`src/rtl/reg_file_wb.sv`:
```
// Write-back register file: 2 combinational read ports, 1 write port, post-reset clear sweep.
// Optional write-through bypass enabled by defining REG_FILE_BYPASS_EN.
module reg_file_wb #(
    parameter int unsigned DATA_W = 32,
    parameter int unsigned ADDR_W = 5
) (
    input  logic              clk,
    input  logic              reset,
    input  logic              wr_en,
    input  logic [ADDR_W-1:0] wr_addr,
    input  logic [DATA_W-1:0] wr_data,
    input  logic [ADDR_W-1:0] rd_addr1,
    input  logic [ADDR_W-1:0] rd_addr2,
    output logic [DATA_W-1:0] rd_data1,
    output logic [DATA_W-1:0] rd_data2,
    output logic              busy,
    output logic              wr_ack
);
    localparam int unsigned DEPTH = 2 ** ADDR_W;
    localparam int unsigned CNT_W = ADDR_W + 1;

    localparam logic [0:0] ST_CLEAR = 1'b0;
    localparam logic [0:0] ST_READY = 1'b1;

    logic [0:0]        state_q, state_d;
    logic [CNT_W-1:0]  clr_cnt_q, clr_cnt_d;
    logic              wr_ack_q, wr_ack_d;

    logic              mem_we_c;
    logic [ADDR_W-1:0] mem_waddr_c;
    logic [DATA_W-1:0] mem_wdata_c;
    logic              wr_accept_c;

    logic [DATA_W-1:0] mem_q [DEPTH];

    assign busy        = (state_q == ST_CLEAR);
    assign wr_accept_c = (state_q == ST_READY) && wr_en && (wr_addr != '0);
    assign wr_ack      = wr_ack_q;

    // Next state plus the single shared array write port (reset, clear sweep, or WB write).
    always_comb begin
        state_d     = state_q;
        clr_cnt_d   = clr_cnt_q;
        wr_ack_d    = 1'b0;
        mem_we_c    = 1'b0;
        mem_waddr_c = wr_addr;
        mem_wdata_c = wr_data;
        if (reset) begin
            state_d     = ST_CLEAR;
            clr_cnt_d   = '0;
            mem_we_c    = 1'b1;
            mem_waddr_c = '0;
            mem_wdata_c = '0;
        end else begin
            case (state_q)
                ST_CLEAR: begin
                    mem_we_c    = 1'b1;
                    mem_waddr_c = clr_cnt_q[ADDR_W-1:0];
                    mem_wdata_c = '0;
                    clr_cnt_d   = clr_cnt_q + CNT_W'(1);
                    if (clr_cnt_q[ADDR_W-1:0] == '1) begin
                        state_d = ST_READY;
                    end
                end
                ST_READY: begin
                    if (wr_accept_c) begin
                        mem_we_c = 1'b1;
                        wr_ack_d = 1'b1;
                    end
                end
                default: state_d = ST_CLEAR;
            endcase
        end
    end

    always_ff @(posedge clk) begin
        state_q   <= state_d;
        clr_cnt_q <= clr_cnt_d;
        wr_ack_q  <= wr_ack_d;
    end

    always_ff @(posedge clk) begin
        if (mem_we_c) begin
            mem_q[mem_waddr_c] <= mem_wdata_c;
        end
    end

    // Read ports: forced to zero for r0 and while the sweep is in progress.
    always_comb begin
        rd_data1 = mem_q[rd_addr1];
        rd_data2 = mem_q[rd_addr2];
`ifdef REG_FILE_BYPASS_EN
        if (wr_accept_c && (rd_addr1 == wr_addr)) begin
            rd_data1 = wr_data;
        end
        if (wr_accept_c && (rd_addr2 == wr_addr)) begin
            rd_data2 = wr_data;
        end
`else
`endif
        if (busy || (rd_addr1 == '0)) begin
            rd_data1 = '0;
        end
        if (busy || (rd_addr2 == '0)) begin
            rd_data2 = '0;
        end
    end

endmodule

```
`config.mk`:
```
export PLATFORM = sky130hd
export DESIGN_NAME = reg_file_wb
export DESIGN_NICKNAME = d
export VERILOG_FILES = /design/src/rtl/reg_file_wb.sv
export SDC_FILE = /design/constraint.sdc
export NUM_CORES = 1
export LEC_CHECK = 0
export ABC_AREA = 0
export CAP_MARGIN = 20
export CORE_MARGIN = 2
export CORE_UTILIZATION = 45
export DETAILED_ROUTE_END_ITERATION = 10
export GPL_TIMING_DRIVEN = 0
export PLACE_DENSITY = 0.64
export SLEW_MARGIN = 20
export SYNTH_ARGS = -nofsm -noshare
export SYNTH_HDL_FRONTEND = slang
export SYNTH_SLANG_ARGS = --single-unit
```
`constraint.sdc`:
```
create_clock -name clk -period 9 [get_ports clk]
set_input_delay 1.8 -clock clk [delete_from_list [all_inputs] [get_ports clk]]
set_output_delay 1.8 -clock clk [all_outputs]
set_load 0.02 [all_outputs]
```
Yosys cells after proc, flatten, opt, wreduce, memory -nomap -nowiden
Memories as Yosys holds them, arrays and structs flattened.
Cells that the tools add are included.

storage, ports and cells
  register bits = 8
  RAM bits = 1024
  word-level logic and storage cells = 28
  memories = 1

cells by class
  add/sub/neg operators = 1
  equal/unequal tests = 1
  multiplexer cells = 13
  bitwise gates (word level) = 1
  reduce and logical (&&, ||, !) cells = 8

memory list
  memory  words  width  read ports  clocked after memory_dff  write ports  line  source
  mem_q   32     32     2           0                         1            34    logic [DATA_W-1:0] mem_q [DEPTH];

operators by type and width
  cell                 number
  $mux 32              4
  $logic_not 5->1      2
  $mux 5               2
  $add 6x1->6 const B  1
  $mux 1               6
  $eq 5x5->1 const B   1
  $reduce_bool 5->1    1
  $logic_and 1x1->1    2
  $logic_or 1x1->1     2
  $pmux 1 s2           1
  $reduce_or 2->1      1
  $not 1->1            1

Depth between registers and ports, before layout
  depth after elaboration = 7
  mapped depth = 8

Least setup slack after synthesis
Ideal clock, no wire load.

  path kind = input -> output
  start point = in rd_addr2[2]
  end point = out rd_data2[31]
  data arrival time = 3174 ps
  required time = 7200 ps
  setup slack = 4026 ps
  stages = 6
  buffers on the path = 2
  path through = buf_2 > clkbuf_1 > mux4_2 > a32o_1 > a31oi_1 > nand3_1

on the way
  longest elaborated chain between the ends = 3
  elaborated cells on any way between the ends = 4
  classes of those cells = mux (1); reduce/logical (2); memory (1)

ends and longest elaborated chain
  item                                                   line  source
  start: declaration                                     13    input logic [ADDR_W-1:0] rd_addr2,
  branches (longest 2 deep; another with $mem_v2 32x32)  n/a
  $mux 32 (*)                                            104   if (busy || (rd_addr2 == '0)) begin
  end: declaration                                       15    output logic [DATA_W-1:0] rd_data2,

Every way passes the cells marked *.

Worst setup path in the final report
  start point = in rd_addr2[4]
  end point = out rd_data2[17]

Same word-level chain as after synthesis.

==> flow_metrics.tcl <==
set metrics [dict create \
    cts_root_buffer "clkbuf_16" \
    cts_resized 0 \
    grt_pass1_vias 31880 \
    synth_edf_count 1024 \
    layout_common_cells "edfxtp_1 (1024), mux2i_1 (524), mux4_2 (252)" \
    rsz0062_at_grt "false" \
    ys_seq_elements 1031 \
    clk_path_buf_depth 3 \
    wl_met1_um 65800 \
    dr.pass1.iters 6 \
    clkSinkCount 1031 \
    synth_ff_type "edfxtp_1" \
    dr.max_layer_used "met5" \
    drc_errors 0 \
    dieWidth_um 332 \
    setup_viol 0 \
    post_cts_buffers 0 \
    die_area_um2 111000 \
    layout.area.seq_um2 30900 \
    rrSetupSlack_ps 5550 \
    crit_required_ps 7200 \
    ys_async_sr_fraction_pct 0 \
    r2r-start "state_q$_SDFF_PP0_" \
    clock.fmax_ghz 0.124 \
    synthTopCellsByArea "edfxtp_1 (63%), mux4_2 (12%), mux2i_1 (11%)" \
    synth_area_um2 48500 \
    r2r.worst_path.cells 7 \
    hold_end "clr_cnt_q[1]$_SDFFE_PP0N_" \
    clock_latency_ps 710 \
    min_from "clr_cnt_q[1]$_SDFFE_PP0N_" \
    fp.coreArea_um2 107000 \
    dpl_cell_area_um2 52800 \
    num_rows 120 \
    h-tree-depth 3 \
    drt-initial-drc-count 5394 \
    fillerInstances 8441 \
    nNetsFinal 3251 \
    cp-start-kind "primary input" \
    cp.arrival_ps 6290 \
    wl_per_cell_um 38.9 \
    tns_ps 0 \
    overflow 0 \
    routed_wl_um 183000 \
    ys_warn_count 0 \
    area_delta_synth_final_pct 15.7 \
    antenna_found_initial 4 \
    vdd.ir_drop.worst_uv 138 \
    cts_tree "built" \
    synth_largest_area_cell "edfxtp_1" \
    ant_nets 0 \
    vias 32283 \
    critPathKind "in -> out" \
    dp_hpwl_um 129000 \
    vias_per_cell 6.88 \
    synth.top_cell.area_share_pct 63.4 \
    reg2reg_to "mem_q[19][26]$_DFFE_PP_" \
    p_per_area_nw_per_um2 184 \
    post_route_cells_drive_above_1_share_pct 20.2 \
    cts_made_buffers 109 \
    gp_congestion 1.01 \
    netlist_instances 2929 \
    period_share_pct 89.9 \
    fin_cells 4691 \
    fin_area_um2 56200 \
    grt_use_total_pct 32.7 \
    io_pins 116 \
    hold_viol_final 0 \
    clk_pin_slew_ps 60 \
    worst_pin_slew_ps 1250 \
    grt_max_degree 33 \
    ys_seq_area_share_pct 63.6 \
    period_minus_slack_ps 8090 \
    drv_cap 0 \
    placedCellCount 4491 \
    slew_headroom_pct 16.8 \
    status "finished, final reports clean" \
    grt_pass1_wl_um 250000 \
    p_total_mw 10.3 \
    p_leak_nw 18.9 \
    path_max_fanout 10 \
    multi_input_area_um2 16500 \
    hp-class "reg -> reg" \
    syn_avg_cell_area_um2 16.6 \
    fp.dieH_um 332 \
    cp-end-kind "primary output" \
    final_common_cell "edfxtp_1" \
    cts_hold_buf 0 \
    syn_nets 2981 \
    met3WireLength_um 19500 \
    hold_depth 2 \
    final_max_slew_viol_count 0 \
    start_util_pct 45.3 \
    synth_cell_type_count 52 \
    wl_met2_um 81700 \
    portBuffers 109 \
    skew_ps 27.6 \
]
[report_power, final]
| group | switching (mW) | total [mW] | internal (mW) |
|---|---|---|---|
| combinational | 0.421 | 0.699 | 0.279 |
| clock | 1.88 | 4.37 | 2.49 |
| sequential | 0.0179 | 5.26 | 5.24 |
| total | 2.32 | 10.3 | 8.01 |
[routing by layer]
metal | vias to the layer above | GRT usage (%)
met5 | - | 1.56
li1 | 12639 | -
met4 | 10 | 23.1
met3 | 481 | 6.44
met2 | 2389 | 50.0
met1 | 16764 | 41.9
[synthesized netlist by cell type, drive strengths merged (2+ instances only)]
| cell | number |
|---|---|
| ha | 2 |
| nand4 | 59 |
| and4b | 3 |
| a22oi | 225 |
| a32o | 7 |
| nor2b | 9 |
| buf | 148 |
| nand3b | 4 |
| mux2 | 2 |
| dfxtp | 7 |
| o31ai | 2 |
| and2 | 36 |
| xor2 | 2 |
| mux4 | 252 |
| nor4b | 4 |
| clkbuf | 87 |
| a31oi | 54 |
| nand2 | 108 |
| nor3b | 2 |
| a21oi | 109 |
| mux2i | 524 |
| and3 | 57 |
| nand2b | 2 |
| o21ba | 2 |
| edfxtp | 1024 |
| or3b | 2 |
| nand3 | 132 |
| nor2 | 51 |
[area by class of cell]
| cell class | instances | share of cell area [%] |
|---|---|---|
| Antenna cell | 2 | 0.00891 |
| Tap cell | 1403 | 3.13 |
| Clock buffer | 143 | 5.18 |
| Multi-Input combinational cell | 1662 | 29.4 |
| Buffer | 235 | 2.52 |
| Inverter | 1 | 0.00668 |
| Clock inverter | 55 | 0.840 |
| Timing Repair Buffer | 159 | 3.89 |
| Sequential cell | 1031 | 55.0 |
[flip-flops by register name (all words and copies together) (netlist names)]
| register | cells |
|---|---|
| mem_q | 1024 |
| clr_cnt_q | 5 |
| state_q | 1 |
| wr_ack | 1 |
[cell families (layout without fill, tap and decap cells)]
group	Yosys count	in the layout	synth area share (%)
flip-flops	1031	1031	63.6
AO/OA/AOI/OAI	403	403	5.60
other	0	2	0
buffers and inverters	236	593	2.92
AND/OR/NAND/NOR	476	476	5.18
adder cells (fa/ha/maj)	2	2	0.0516
XOR/XNOR	3	3	0.0541
multiplexers	778	778	22.5
[metrics by stage]
step	hold WS (ps)	setup slack, ps	util, %
3_5_place_dp	596	1140	49.3
5_1_grt	620	1170	52.4
2_1_floorplan	513	4030	-
4_1_cts	607	1090	52.4
3_3_place_gp	550	1120	48.0
6_report	603	910	52.5
[worst max-delay path: stages]
cell and delay (ps):
clkdlybuf4s50_1 750, nor3b_2 1040, buf_2 450, clkbuf_1 620, a31oi_1 440, nand4_1 450, clkdlybuf4s50_1 690
[worst max path at each step]
| stage | start | to | cells past startpoint |
|---|---|---|---|
| floorplan | rd_addr2[2] | rd_data2[31] | 6 |
| global placement | rd_addr2[4] | rd_data2[16] | 7 |
| detailed placement | rd_addr2[4] | rd_data2[16] | 7 |
| CTS | rd_addr2[4] | rd_data2[16] | 7 |
| global route | rd_addr2[4] | rd_data2[16] | 7 |
| finish | rd_addr2[4] | rd_data2[17] | 7 |
No activity file was read; power rests on OpenSTA's default activity.
